==> src/rtl/multi_mode_reg.sv <==
// Multi-mode WIDTH-bit register: clear/preset, load, shift, rotate, arithmetic
// shift and increment, with serial out, increment-wrap carry and zero flag.
module multi_mode_reg #(
   parameter int unsigned     WIDTH      = 8,
   parameter logic [WIDTH-1:0] PRESET_VAL = {WIDTH{1'b1}}
) (
   input  logic             clk,
   input  logic             clear,
   input  logic             preset,
   input  logic             en,
   input  logic [2:0]       mode,
   input  logic [WIDTH-1:0] d,
   input  logic             ser_in,
   output logic [WIDTH-1:0] q,
   output logic [WIDTH-1:0] q_not,
   output logic             ser_out,
   output logic             carry,
   output logic             zero
);

   localparam logic [2:0] MODE_HOLD  = 3'b000;
   localparam logic [2:0] MODE_LOAD  = 3'b001;
   localparam logic [2:0] MODE_SHL   = 3'b010;
   localparam logic [2:0] MODE_SHR   = 3'b011;
   localparam logic [2:0] MODE_ROL   = 3'b100;
   localparam logic [2:0] MODE_ROR   = 3'b101;
   localparam logic [2:0] MODE_ASR   = 3'b110;
   localparam logic [2:0] MODE_INC   = 3'b111;

   logic [WIDTH-1:0] q_nxt;
   logic             ser_nxt;
   logic             carry_nxt;

   // Next-state selection; clear is applied in the register process.
   always_comb begin
      q_nxt     = q;
      ser_nxt   = ser_out;
      carry_nxt = 1'b0;
      if (preset) begin
         q_nxt   = PRESET_VAL;
         ser_nxt = 1'b0;
      end else if (en) begin
         case (mode)
            MODE_HOLD: q_nxt = q;
            MODE_LOAD: q_nxt = d;
            MODE_SHL: begin
               q_nxt   = {q[WIDTH-2:0], ser_in};
               ser_nxt = q[WIDTH-1];
            end
            MODE_SHR: begin
               q_nxt   = {ser_in, q[WIDTH-1:1]};
               ser_nxt = q[0];
            end
            MODE_ROL: begin
               q_nxt   = {q[WIDTH-2:0], q[WIDTH-1]};
               ser_nxt = q[WIDTH-1];
            end
            MODE_ROR: begin
               q_nxt   = {q[0], q[WIDTH-1:1]};
               ser_nxt = q[0];
            end
            MODE_ASR: begin
               q_nxt   = {q[WIDTH-1], q[WIDTH-1:1]};
               ser_nxt = q[0];
            end
            MODE_INC: begin
               q_nxt     = q + WIDTH'(1);
               carry_nxt = &q;
            end
            default: q_nxt = q;
         endcase
      end
   end

   always_ff @(posedge clk) begin
      if (clear) begin
         q       <= '0;
         ser_out <= 1'b0;
         carry   <= 1'b0;
      end else begin
         q       <= q_nxt;
         ser_out <= ser_nxt;
         carry   <= carry_nxt;
      end
   end

   assign q_not = ~q;
   assign zero  = (q == '0);

endmodule

==> config.mk <==
export PLATFORM = sky130hd
export DESIGN_NAME = multi_mode_reg
export DESIGN_NICKNAME = d
export VERILOG_FILES = /design/src/rtl/multi_mode_reg.sv
export SDC_FILE = /design/constraint.sdc
export NUM_CORES = 1
export LEC_CHECK = 0
export BUFFER_PORTS_ARGS = -buffer_cell sky130_fd_sc_hd__buf_2
export CAP_MARGIN = 40
export CORE_ASPECT_RATIO = 1.5
export CORE_UTILIZATION = 49
export CTS_CLUSTER_SIZE = 40
export DETAILED_ROUTE_END_ITERATION = 12
export GPL_TIMING_DRIVEN = 0
export PLACE_DENSITY = 0.84
export SYNTH_ARGS = -nofsm -noshare
export SYNTH_HDL_FRONTEND = slang
export SYNTH_SLANG_ARGS = --single-unit
==> constraint.sdc <==
create_clock -name clk -period 1.7 [get_ports clk]
set_input_delay 0 -clock clk [delete_from_list [all_inputs] [get_ports clk]]
set_output_delay 0 -clock clk [all_outputs]
set_load 0.01 [all_outputs]
==> reports/qor.txt, run 1 <==
CTS Root Buffer Type - clkbuf_4
Placed Area - 1200 um2
Mapped Cells - 133
IO Port Bufs - 31
Worst slack, placed - -0.00429 ns
CTS sink count - 10
Worst-path fanout max - 8
Commonest non-fill, non-tap cell in the layout - buf_2
Mean post-synth cell area - 7.70 um2
Setup crit start kind - register
CTS tree - yes
Syn Nets - 151
GR Overflow Total - 0
Layout cells sized above 1 - 32.4%
FILL cells - 173
Number of synthesized flops with an enable pin - 0
Vias in the first global route - 1066
Sequential fraction of the synthesis area - 19.6%
Yosys warning count - 0
CP peak stage delay - 0.34 ns
Power per Cell Area - 640 nW/um2
Async SR Flop Fraction - 0%
Critical path data required time - 1.86 ns
Initial antenna violation count - 0
Top_reg_cell synth - dfxtp_1
Worst-Margin Slew - 0.532 ns
Lkg Pwr - 0.573 nW
Row count - 19
GPL Wtd Cong - 0.915
Max Cap Viol - 0
DRT Pass-1 Iters - 4
Drt drc - 0
Initial Util - 53.8%
Crit. End Element - register
Fin crit period - 1.60 ns
Die ar. - 2280 um2
CORE AREA - 1900 um2
CTS Buf Count - 3
Critical-path cell list - clkbuf_1 > nand4_1 > nor3_1 > o21ai_0 > a221oi_1
Final setup violation count - 0
CP max-delay cell - a221oi_1
VDD IR max - 0.385 mV
Final max-slew violation count - 0
Final setup margin - 0.101 ns
Layout Skew - 0.0108 ns
Maximum clock rate - 625 MHz
Most frequent cells in the layout - buf_2 (36), nor2_1 (12), inv_1 (10), dfxtp_1 (8)
DR vias - 1186
Final Cell Area - 1280 um2
Post-synth cell types - 48
I/O pin total - 35
#FFs+latches synth - 10
Detail Route Antenna Nets - 0
Inserted Diodes - 0
Post-Syn Area - 1020 um2
Final hold vios - 0
Initial DRC count - 47
Rel. slew slack - 64.5%
Min-delay worst type - input port to register
DIE HEIGHT - 58.0 um
Run status - finished, final reports clean
RSZ-0062 raised after global routing - false
Final WL - 2.95 mm
First-pass GRT wire length - 4.55 mm
Skew-Pair Late Insertion Delay - 0.28 ns
Detailed placement HPWL - 2.20 mm
Die Wd - 39.3 um
Fin crit share - 94.1%
Final nets - 189
Register clock-pin slew on the reported worst setup and hold paths - 0.08 ns
Clock Path Buffers - 2
Crit path kind - register to register
CP arrival - 1.76 ns
Seq. cell area - 203 um2
Largest net degree at the start of global routing - 11
Average routed wire per standard cell - 15.4 um
Multi-input logic area - 702 um2
Total Routing Usage GR - 28.4%
H-tree depth - 1
Syn-to-layout area delta - 24.7%
Via density - 6.21
[cells in the mapped netlist, types with 3 or more instances]
cell type | count | area share (%)
nand4_1 | 3 | 1.8
nand2_1 | 6 | 2.2
xnor2_1 | 3 | 2.6
nand3_1 | 3 | 1.5
o21ai_0 | 5 | 2.4
a211oi_1 | 6 | 4.4
a21oi_1 | 4 | 2.0
a21o_1 | 3 | 2.2
nor2b_1 | 4 | 2.4
dfxtp_1 | 10 | 20
o21a_1 | 3 | 2.2
nor3_1 | 6 | 2.9
a221oi_1 | 3 | 2.6
mux2i_1 | 4 | 3.9
buf_2 | 6 | 2.9
inv_1 | 10 | 3.7
nor2_1 | 12 | 4.4
[power by group]
part	total (mW)	switching, mW	leakage [nW]	internal, mW
Combinational	0.318	0.184	0.468	0.135
Clock	0.227	0.0963	0.0210	0.130
Sequential	0.271	0.0172	0.0837	0.254
[per-stage QoR]
stage / hold WS, ns / setup TNS [ns] / util (%) / instances / total power, mW
2_1_floorplan: 0.0760 / 0 / - / 133 / 0.481
3_3_place_gp: 0.242 / 0 / 63.4 / 185 / 0.571
3_5_place_dp: 0.248 / -0.00429 / 63.4 / 185 / 0.579
4_1_cts: 0.0934 / 0 / 66.4 / 191 / 0.805
5_1_grt: 0.104 / 0 / 67.1 / 191 / 0.858
6_report: 0.0843 / 0 / 67.1 / 191 / 0.817
[final timing paths]
path,startpoint,cells after the start,endpoint,slack [ns]
worst max-delay path,q[6],5,q[7],0.10
worst min-delay path,d[0],3,q[0],0.08
worst max register to register,q[6],5,q[7],0.10
worst min register to register,q[1],2,q[1],0.56
[cell type report]
class	instances	share of cell area, %
inverters	10	2.94
flip-flops and latches	10	15.9
multi-input cells	100	55.0
well taps	21	2.06
plain buffers	13	7.55
repair buffers	33	13.7
clock buffers	4	2.84
[repair_timing]
item,4_1_cts,5_1_grt
buffers inserted,0,0
resized for setup,1,6
setup endpoints to repair,1,2
hold buffers,2,0
hold endpoints to repair,1,0
[registers in the layout, summed over array words and instances (netlist names)]
signal   count
q            8
ser_out      1
carry        1
[layer usage]
layer	vias up	GRT usage (%)	routed length, um	share of wire (%)
met3	10	2.30	171	5.8
met4	0	18.7	111	3.8
met1	545	33.1	1150	39
met5	-	0	0	0
met2	63	47.1	1520	51
li1	568	-	-	-
[cells by family after synthesis]
logic type      count (synthesis)  share of synthesized area (%)
compound gates                 40                           30.0
xor+xnor                        5                           4.28
fa+ha+maj                       2                           2.44
buf+inv                        23                           12.5
flops                          10                           19.6
mux                             4                           3.91
simple gates                   49                           27.4
[critical path, delay by kind of cell (launching register included)]
| kind | cells | cell delay (ns) |
|---|---|---|
| AND/OR/NAND/NOR | 2 | 0.40 |
| flip-flops | 1 | 0.32 |
| buffers and inverters | 1 | 0.32 |
| AO/OA/AOI/OAI | 2 | 0.46 |
No activity file was read; power rests on OpenSTA's default activity.
==> run 2, diff against run 1 <==
clock period = 1.5 ns   (was 1.7 ns; I/O delays follow)
==> reports/qor.txt, run 2 (synthesis gave the netlist of run 1 again) <==
Syn-to-layout area delta - 26.2%
Run status - finished, final reports clean
Most frequent cells in the layout - buf_2 (35), nor2_1 (12), inv_1 (9), dfxtp_1 (8)
Placed Area - 1210 um2
I/O pin total - 35
Largest register FFs - 8
Fin crit period - 1.48 ns
Initial antenna violation count - 0
CP peak stage delay - 0.36 ns
Rel. slew slack - 63.9%
Crit path kind - register to register
Reg with most FFs - q
Final setup violation count - 0
Crit. End Element - register
Die ar. - 2280 um2
Worst-Margin Slew - 0.541 ns
Setup crit start kind - register
DIE HEIGHT - 58.0 um
Max Cap Viol - 0
Layout cells sized above 1 - 35.5%
Top flop regs - q x8, carry x1, ser_out x1
Final max-slew violation count - 0
Final WL - 3.21 mm
CORE AREA - 1900 um2
CTS Root Buffer Type - clkbuf_4
Largest net degree at the start of global routing - 11
R2R setup slack - 0.02 ns
CTS sink count - 10
Initial DRC count - 57
Detailed placement HPWL - 2.30 mm
Fin crit share - 98.5%
Lkg Pwr - 0.570 nW
Final Cell Area - 1290 um2
Critical path data required time - 1.65 ns
Power per Cell Area - 686 nW/um2
DRT Pass-1 Iters - 4
Reg2reg end - q[4]
H-tree depth - 1
Inserted Diodes - 0
Total Routing Usage GR - 31.0%
Final nets - 189
FF-to-FF path depth - 6
CP max-delay cell - dfxtp_2
Detail Route Antenna Nets - 0
GR Overflow Total - 0
CP startpoint - q[0]
CTS tree - yes
Critical-path cell list - buf_4 > ha_2 > nand3_1 > xnor2_1 > a2111oi_2 > nor3_1
Final hold vios - 0
VDD IR max - 0.357 mV
Vias in the first global route - 1126
Commonest non-fill, non-tap cell in the layout - buf_2
DR vias - 1207
Final core utilization - 67.9%
GPL Wtd Cong - 0.889
Row count - 19
Die Wd - 39.3 um
CP arrival - 1.63 ns
Maximum clock rate - 676 MHz
CP endpoint - q[4]
Start of the worst register-to-register path - q[0]
Skew-Pair Late Insertion Delay - 0.28 ns
IO Port Bufs - 31
Initial Util - 53.8%
First-pass GRT wire length - 5.02 mm
Average routed wire per standard cell - 16.9 um
Layout Skew - 0.00541 ns
Worst-path fanout max - 3
Drt drc - 0
Clock Path Buffers - 2
Min-delay worst type - input port to register
Via density - 6.35
CTS Buf Count - 3
Register clock-pin slew on the reported worst setup and hold paths - 0.07 ns
==> run 2: worst min path at each step <==
| stage | startpoint | cells past startpoint | slack [ns] | end |
|---|---|---|---|---|
| final | en | 2 | 0.009 | ser_out |
| after global routing | en | 2 | 0.04 | ser_out |
| after CTS | en | 2 | 0.006 | ser_out |
| after detailed placement | preset | 2 | 0.26 | ser_out |
| after global placement | preset | 2 | 0.24 | ser_out |
| after floorplan | preset | 1 | 0.08 | ser_out |
==> run 2: worst max-delay path, delay by kind of cell, from the launching register on <==
kind	cells	cell delay [ns]
compound gates	1	0.31
simple gates	2	0.20
flops	1	0.36
buf+inv	1	0.12
xor+xnor	1	0.16
fa+ha+maj	1	0.20
==> run 2: power breakdown <==
group / internal, mW / leakage (nW) / switching (mW)
clock network: 0.0934 / 0.0138 / 0.104
registers: 0.288 / 0.0840 / 0.0247
logic: 0.161 / 0.472 / 0.215
==> run 2: stage by stage <==
| stage | instances | hold WS [ns] | total power [mW] | setup WS (ns) | setup TNS (ns) |
|---|---|---|---|---|---|
| 2_1_floorplan | 133 | 0.0760 | 0.551 | 0.0209 | 0 |
| 3_3_place_gp | 185 | 0.238 | 0.652 | -0.0699 | -0.0750 |
| 3_5_place_dp | 185 | 0.256 | 0.662 | -0.0569 | -0.0704 |
| 4_1_cts | 190 | 0.00620 | 0.861 | 0.0193 | 0 |
| 5_1_grt | 190 | 0.0360 | 0.931 | -0.0337 | -0.0624 |
| 6_report | 190 | 0.00949 | 0.886 | 0.0218 | 0 |
==> run 2: final cells by class <==
cell class                      count  area [um2]
Clock buffer                        3        22.5
Sequential cell                    10         205
Inverter                           10        40.0
Timing Repair Buffer               34         180
Multi-Input combinational cell    100         722
Buffer                             12        95.1
Fill cell                         169         611
Tap cell                           21        26.3
==> run 2: what timing repair did <==
action	in CTS	in global routing
pin swaps	0	2
endpoints found under the hold margin	1	0
setup endpoints to repair	2	5
resized for setup	3	5
hold buffers	1	0
setup buffers	1	1
gates cloned	0	0
==> run 2: routing by layer <==
metal	GRT usage [%]	routed length, um
met1	35.0	1190
met2	52.4	1710
met3	3.83	214
met4	19.2	99
met5	0	0
==> run 3, diff against run 2 <==
CTS_BUF_LIST = sky130_fd_sc_hd__clkbuf_16   (was default)
==> reports/qor.txt, run 3 (synthesis gave the netlist of run 1 again) <==
Run status - finished, final reports clean
Worst-path fanout max - 7
Largest register FFs - 8
Multi-input logic area - 744 um2
Commonest non-fill, non-tap cell in the layout - buf_2
Skew-Pair Late Insertion Delay - 0.24 ns
GPL Wtd Cong - 0.889
Clock Path Buffers - 2
Die Wd - 39.3 um
FILL cells - 152
Via density - 6.54
Max Cap Viol - 0
Min-delay worst type - input port to register
Busiest grt layer - met2
Worst hold stages - 2
Power per Cell Area - 858 nW/um2
Syn-to-layout area delta - 33.5%
Crit path kind - register to register
Rel. slew slack - 64.0%
Hold Startpoint - preset
CTS sink count - 10
VDD IR max - 0.527 mV
Met1 usage - 36.2%
Final nets - 188
Die ar. - 2280 um2
Layout cells sized above 1 - 37.5%
Vias in the first global route - 1171
H-tree depth - 1
Buf/Inv on CP - 2
Setup TNS - 0 ns
Lkg Pwr - 0.598 nW
FF-to-FF path depth - 6
I/O pin total - 35
Setup crit start kind - register
Average routed wire per standard cell - 17.4 um
First-pass GRT wire length - 5.18 mm
IO Port Bufs - 31
Register clock-pin slew on the reported worst setup and hold paths - 0.04 ns
Placed Area - 1210 um2
CP peak stage delay - 0.34 ns
Seq. cell area - 208 um2
Crit. End Element - register
Layout Skew - 0.00144 ns
Final max-slew violation count - 0
Worst-Margin Slew - 0.540 ns
Initial Util - 53.8%
CP arrival - 1.58 ns
CP max-delay cell - dfxtp_4
Fin crit share - 97.1%
Met3 Use GR - 6.51%
Final core utilization - 71.8%
Top flop regs - q x8, carry x1, ser_out x1
Drt drc - 0
CORE AREA - 1900 um2
Placed insts - 185
CTS Root Buffer Type - clkbuf_16
Critical path data required time - 1.63 ns
Total Routing Usage GR - 32.2%
Met2 Use GR - 52.6%
CP startpoint - q[0]
Final hold vios - 0
Final WL - 3.29 mm
Largest net degree at the start of global routing - 11
DIE HEIGHT - 58.0 um
Initial DRC count - 81
WP depth - 6
RSZ-0062 raised after global routing - true
Maximum clock rate - 687 MHz
Detailed placement HPWL - 2.30 mm
Largest delay contributor family on the critical path - compound AO/OA/AOI/OAI gates
CTS Buf Count - 3
Final setup violation count - 0
Cts hold-fix bufs - 0
Row count - 19
Fin crit period - 1.46 ns
Reg with most FFs - q
GR Overflow Total - 0
Initial antenna violation count - 0
DR vias - 1237
CTS tree - yes
Detail Route Antenna Nets - 0
Non-Filler Instances - 189
Critical-path cell list - buf_6 > buf_4 > nand3_2 > nor3_1 > o21ai_0 > a221oi_1
DRT Pass-1 Iters - 4
Final Cell Area - 1370 um2
Power, Total - 1.17 mW
Inserted Diodes - 0
Most frequent cells in the layout - buf_2 (34), nor2_1 (12), inv_1 (8), dfxtp_1 (8)
Start of the worst register-to-register path - q[0]
run 3: stage by stage:
step           hold slack [ns]  worst slack [ns]
3_5_place_dp             0.256           -0.0569
6_report                0.0175            0.0435
3_3_place_gp             0.238           -0.0699
5_1_grt                 0.0212           -0.0168
4_1_cts                 0.0137           -0.0210
2_1_floorplan           0.0760            0.0209
run 3: area by class of cell:
class / count / area share (%)
plain buffers: 12 / 7.14
clock buffers: 3 / 5.49
inverters: 10 / 3.30
multi-input cells: 100 / 54.5
flip-flops and latches: 10 / 15.2
well taps: 21 / 1.92
repair buffers: 33 / 12.5
run 3: path summary, 6_finish.rpt:
check | endpoint | slack (ns)
worst max-delay path | q[7] | 0.04
worst min-delay path | ser_out | 0.02
worst min register to register | q[1] | 0.59
worst max register to register | q[7] | 0.04
run 3: power by group:
group / switching [mW] / internal, mW
Clock: 0.123 / 0.346
Sequential: 0.0269 / 0.289
Combinational: 0.222 / 0.165
Total: 0.372 / 0.800
run 3: routing by layer:
metal	wire, um	part of all wire [%]
met5	0	0
met4	141	4.3
met1	1110	34
met3	282	8.6
met2	1760	53
run 3: what timing repair did:
item / in CTS / in global routing
pin swaps: 0 / 4
gates resized for setup: 4 / 12
setup endpoints to repair: 2 / 5
gates cloned: 0 / 0
hold endpoints to repair: 0 / 0
buffers inserted: 1 / 1
